[src/rtl/alu_uart_interface.sv]
// alu_uart_interface
// Collects two operand bytes and an operation byte from a UART receiver and
// presents them to a combinational ALU. It then returns the ALU result to a
// UART transmitter. Every output is registered, and the whole block runs on a
// single clock with a synchronous active-high reset.
module alu_uart_interface #(
  parameter int NB_DATA = 8,
  parameter int NB_OP   = 6
) (
  input  logic               clk,
  input  logic               i_rst,
  input  logic [NB_DATA-1:0] i_rx_data,
  input  logic               i_rx_done,
  input  logic [NB_DATA-1:0] i_alu_result,
  output logic [NB_DATA-1:0] o_datoA,
  output logic [NB_DATA-1:0] o_datoB,
  output logic [NB_OP-1:0]   o_operation,
  output logic               o_alu_valid,
  output logic [NB_DATA-1:0] o_tx_data,
  output logic               o_tx_start,
  input  logic               i_tx_done,
  output logic               o_busy,
  output logic               o_err
);

  // Supported operation codes (MIPS-style function field).
  localparam logic [NB_OP-1:0] OP_ADD = NB_OP'(6'b100000);
  localparam logic [NB_OP-1:0] OP_SUB = NB_OP'(6'b100010);
  localparam logic [NB_OP-1:0] OP_AND = NB_OP'(6'b100100);
  localparam logic [NB_OP-1:0] OP_OR  = NB_OP'(6'b100101);
  localparam logic [NB_OP-1:0] OP_XOR = NB_OP'(6'b100110);
  localparam logic [NB_OP-1:0] OP_SRA = NB_OP'(6'b000011);
  localparam logic [NB_OP-1:0] OP_SRL = NB_OP'(6'b000010);
  localparam logic [NB_OP-1:0] OP_NOR = NB_OP'(6'b100111);

  typedef enum logic [2:0] {
    WAIT_A  = 3'd0,
    WAIT_B  = 3'd1,
    WAIT_OP = 3'd2,
    EXEC    = 3'd3,
    SEND    = 3'd4,
    WAIT_TX = 3'd5
  } state_t;

  // Returns 1 when the code is one of the operations the ALU supports.
  function automatic logic op_is_valid(input logic [NB_OP-1:0] code);
    logic ok;
    case (code)
      OP_ADD, OP_SUB, OP_AND, OP_OR,
      OP_XOR, OP_SRA, OP_SRL, OP_NOR: ok = 1'b1;
      default:                        ok = 1'b0;
    endcase
    return ok;
  endfunction

  state_t             state_r;
  state_t             next_state_s;
  logic [NB_DATA-1:0] dato_a_s;
  logic [NB_DATA-1:0] dato_b_s;
  logic [NB_OP-1:0]   operation_s;
  logic [NB_DATA-1:0] tx_data_s;
  logic               alu_valid_s;
  logic               tx_start_s;
  logic               busy_s;
  logic               err_s;
  logic [NB_OP-1:0]   code_s;

  // Only the low NB_OP bits of the operation byte carry the code.
  assign code_s = i_rx_data[NB_OP-1:0];

  // Next-state logic. The next value of every output register is computed
  // here, so pulses line up exactly with the state they describe.
  always_comb begin
    next_state_s = state_r;
    dato_a_s     = o_datoA;
    dato_b_s     = o_datoB;
    operation_s  = o_operation;
    tx_data_s    = o_tx_data;
    alu_valid_s  = 1'b0;
    tx_start_s   = 1'b0;
    err_s        = 1'b0;

    case (state_r)
      WAIT_A: begin
        if (i_rx_done) begin
          dato_a_s     = i_rx_data;
          next_state_s = WAIT_B;
        end else begin
          next_state_s = WAIT_A;
        end
      end

      WAIT_B: begin
        if (i_rx_done) begin
          dato_b_s     = i_rx_data;
          next_state_s = WAIT_OP;
        end else begin
          next_state_s = WAIT_B;
        end
      end

      WAIT_OP: begin
        if (i_rx_done) begin
          if (op_is_valid(code_s)) begin
            operation_s  = code_s;
            alu_valid_s  = 1'b1;
            next_state_s = EXEC;
          end else begin
            // Unsupported code: drop the frame and keep the last good operation.
            err_s        = 1'b1;
            next_state_s = WAIT_A;
          end
        end else begin
          next_state_s = WAIT_OP;
        end
      end

      EXEC: begin
        // The ALU has seen coherent inputs for this whole cycle; capture it.
        tx_data_s    = i_alu_result;
        tx_start_s   = 1'b1;
        next_state_s = SEND;
      end

      SEND: begin
        next_state_s = WAIT_TX;
      end

      WAIT_TX: begin
        // Received bytes are ignored here. If a byte arrives in the same
        // cycle as i_tx_done, the byte is dropped and the frame completes.
        if (i_tx_done) begin
          next_state_s = WAIT_A;
        end else begin
          next_state_s = WAIT_TX;
        end
      end

      default: begin
        next_state_s = WAIT_A;
      end
    endcase

    if ((next_state_s == EXEC) || (next_state_s == SEND) || (next_state_s == WAIT_TX)) begin
      busy_s = 1'b1;
    end else begin
      busy_s = 1'b0;
    end
  end

  // State and output registers; reset overrides every other input.
  always_ff @(posedge clk) begin
    if (i_rst) begin
      state_r     <= WAIT_A;
      o_datoA     <= '0;
      o_datoB     <= '0;
      o_operation <= '0;
      o_tx_data   <= '0;
      o_alu_valid <= 1'b0;
      o_tx_start  <= 1'b0;
      o_busy      <= 1'b0;
      o_err       <= 1'b0;
    end else begin
      state_r     <= next_state_s;
      o_datoA     <= dato_a_s;
      o_datoB     <= dato_b_s;
      o_operation <= operation_s;
      o_tx_data   <= tx_data_s;
      o_alu_valid <= alu_valid_s;
      o_tx_start  <= tx_start_s;
      o_busy      <= busy_s;
      o_err       <= err_s;
    end
  end

endmodule
[config.mk]
export PLATFORM = sky130hd
export DESIGN_NAME = alu_uart_interface
export DESIGN_NICKNAME = d
export VERILOG_FILES = /design/src/rtl/alu_uart_interface.sv
export SDC_FILE = /design/constraint.sdc
export NUM_CORES = 1
export LEC_CHECK = 0
export CORE_UTILIZATION = 38
export CTS_BUF_LIST = sky130_fd_sc_hd__clkbuf_8 sky130_fd_sc_hd__clkbuf_16
export CTS_CLUSTER_DIAMETER = 100
export DETAILED_ROUTE_END_ITERATION = 10
export PLACE_DENSITY = 0.74
export SYNTH_ARGS = -nofsm -noshare
export SYNTH_HDL_FRONTEND = slang
export SYNTH_SLANG_ARGS = --single-unit
[constraint.sdc]
create_clock -name clk -period 1.4 [get_ports clk]
set_input_delay 0.35 -clock clk [delete_from_list [all_inputs] [get_ports clk]]
set_output_delay 0.35 -clock clk [all_outputs]
set_load 0.05 [all_outputs]
==> results.toml <==
[power_and_ir_drop]
total_power_mw = 2.486
leakagePower_nw = 1.082
ir_worst_vdd_mv = 0.7174
power.density_nw_per_um2 = 968.4

[place]
dp_slack_ps = -462.9
dpl.hpwl_um = 2861
gp_routability_congestion = 0.7413
dp_cells = 253
io_buffers = 53

[final_layout]
drive_gt1_share_pct = 32.87
antenna_cells = 0
finalNonFillerCells = 262
synthToLayoutAreaGrowth_pct = 84.37
fin_nets = 235

[drt]
vias_per_cell = 4.893
drtAntennaViolNets = 0
vias = 1282
first_pass_iters = 4
wl_per_cell_um = 14.98
drc = 0
dr.first_iter.drc_count = 45
routed_wl_um = 3926

[yosys]
synth-edff-count = 0
synth_area_leaders = "dfxtp_1 53%, mux2i_1 14%, nor2_1 5.7%"
syn_area_um2 = 1393
async_reset_ff_share_pct = 0
synth_seq_area_share_pct = 53.19
synth_cell_types = 26
yosysMostFrequentCell = "dfxtp_1"
synth_nets = 165
ys_ff_latch = 37
synthFlopType = "dfxtp_1"
synth_top_area_share_pct = 53.19
synthCells = 145
synthTopCellsByCount = "37 x dfxtp_1, 21 x nor2_1, 20 x mux2i_1, 20 x nand2_1"
ys_warn_count = 0
synth_top_area_cell = "dfxtp_1"
syn_area_per_cell_um2 = 9.604

[clocking]
htreeDepth = 2
clk_pin_slew_ps = 80
clk_path_buf_depth = 2
cts_tree = "built"
clock_sinks = 37
clock_latency_ps = 290
root_buffer = "clkbuf_8"
numCtsBuffers = 5

[setup_path]
setup.worst_path.end_class = "flop"
cp-startpoint = "state_r[1]"
rr_endpoint = "o_operation[5]"
worstSetupEndpoint = "o_operation[5]"
required_ps = 1630
worstPathArrival_ps = 1540
r2r-start = "state_r[1]"
ff2ff_path_depth = 4
ff2ff_setup_slack_ps = 80
cp-start-kind = "flop"
path_class = "reg -> reg"
path_max_fanout = 6

[sta]
max_slew_margin_pct = 80.33
finalSetupViolCount = 0
fmax_ghz = 0.7598
rsz0062_at_grt = "false"
setup_tns_ps = 0
hold_viol = 0
finalMaxSlewViolations = 0
finClkSkew_ps = 8.465
min_period_ps = 1316
layout_setup_ws_ps = 83.82
tightest_slew_ps = 295.1
period_share_pct = 94.01

[flow_run]
maxCapViolations = 0

[floorplanning]
ios = 54
dieHeight_um = 62.54
rows = 21
initial_utilization_pct = 40.77
die_area_um2 = 3911
core_area_um2 = 3416
fp.dieW_um = 62.54

[global_route]
antenna_found_initial = 0
grt-ovfl-total = 0
grt_pass1_vias = 1400
grt_start_max_net_pins = 20
track_usage_pct = 21.64
grt_pass1_wl_um = 6465

[hold_path]
hp-class = "in -> reg"

[status]
status = "complete, no violations"
## placed cells by master (no fill, tap or decap), drive strengths merged
| cell | instances |
|---|---|
| or2 | 1 |
| a211oi | 1 |
| nand2 | 20 |
| clkbuf | 7 |
| nor3 | 3 |
| nor2b | 1 |
| mux2i | 20 |
| dfxtp | 37 |
| o21a | 1 |
| or3 | 2 |
| inv | 1 |
| nand2b | 9 |
| nor3b | 4 |
| clkinv | 1 |
| nand3 | 1 |
| and3 | 1 |
| dlygate4sd2 | 4 |
| nand3b | 1 |
| buf | 52 |
| nor2 | 22 |
| o32a | 1 |
| dlymetal6s2s | 3 |
| clkdlybuf4s50 | 12 |
| o221ai | 1 |
| a21boi | 1 |
| a21oi | 9 |
## report_power, final
part           switching (mW)  leakage, nW  internal (mW)
Combinational           0.256        0.727          0.260
Clock                   0.388       0.0542          0.445
Sequential             0.0460        0.301           1.09
## worst max-delay path: stages, from the launching register on
cell and delay (ps):
dfxtp_4 390, inv_2 60, or3_4 400, nor2_4 180
mux2i_1 210
## sequential cells by signal, indices dropped and copies added (netlist names)
signal,count
o_datoB,8
state_r,3
o_alu_valid,1
o_tx_start,1
o_tx_data,8
o_datoA,8
o_busy,1
o_operation,6
o_err,1
## logic make-up after synthesis
| group | synth area share, % |
|---|---|
| mux | 14.38 |
| flops | 53.19 |
| compound gates | 6.200 |
| simple gates | 23.36 |
| buf+inv | 2.875 |
## per-layer routing
layer	vias up	global-route usage, %	share of wire (%)
li1	622	-	-
met3	11	7.482	6.3
met1	596	23.90	39
met5	-	0	0
met2	53	36.55	52
met4	0	11.05	2.7
## through the flow
stage / instance area, µm² / util, % / hold slack [ps]
2_1_floorplan: 1393 / - / 423.7
3_3_place_gp: 2425 / 70.99 / 479.7
3_5_place_dp: 2425 / 70.99 / 482.5
4_1_cts: 2547 / 74.58 / 495.2
5_1_grt: 2567 / 75.16 / 502.7
6_report: 2567 / 75.16 / 471.1
## how the worst min path moves through the flow
stage | startpoint | endpoint | slack, ps | cells past startpoint
after global routing | i_rx_data[0] | o_datoA[0] | 500 | 4
final | i_rx_data[4] | o_datoB[4] | 470 | 4
after floorplan | i_rst | o_alu_valid | 420 | 1
after detailed placement | o_datoA[2] | o_datoA[2] | 480 | 2
after global placement | o_datoA[2] | o_datoA[2] | 480 | 2
after CTS | o_datoA[2] | o_datoA[2] | 500 | 2
## layout make-up
| type | count | area (µm²) |
|---|---|---|
| Clock inverter | 1 | 5.005 |
| Sequential cell | 37 | 744.5 |
| Timing Repair Buffer | 71 | 1021 |
| Multi-Input combinational cell | 99 | 639.4 |
| Tap cell | 46 | 57.56 |
| Inverter | 1 | 3.754 |
| Clock buffer | 7 | 96.34 |
| Fill cell | 232 | 848.3 |
## repair_timing
item	4_1_cts	5_1_grt
gates resized for setup	10	5
setup buffers	0	1
pin swaps	1	2
setup endpoints to repair	26	5
hold buffers	0	0
No activity file was read; power rests on OpenSTA's default activity.
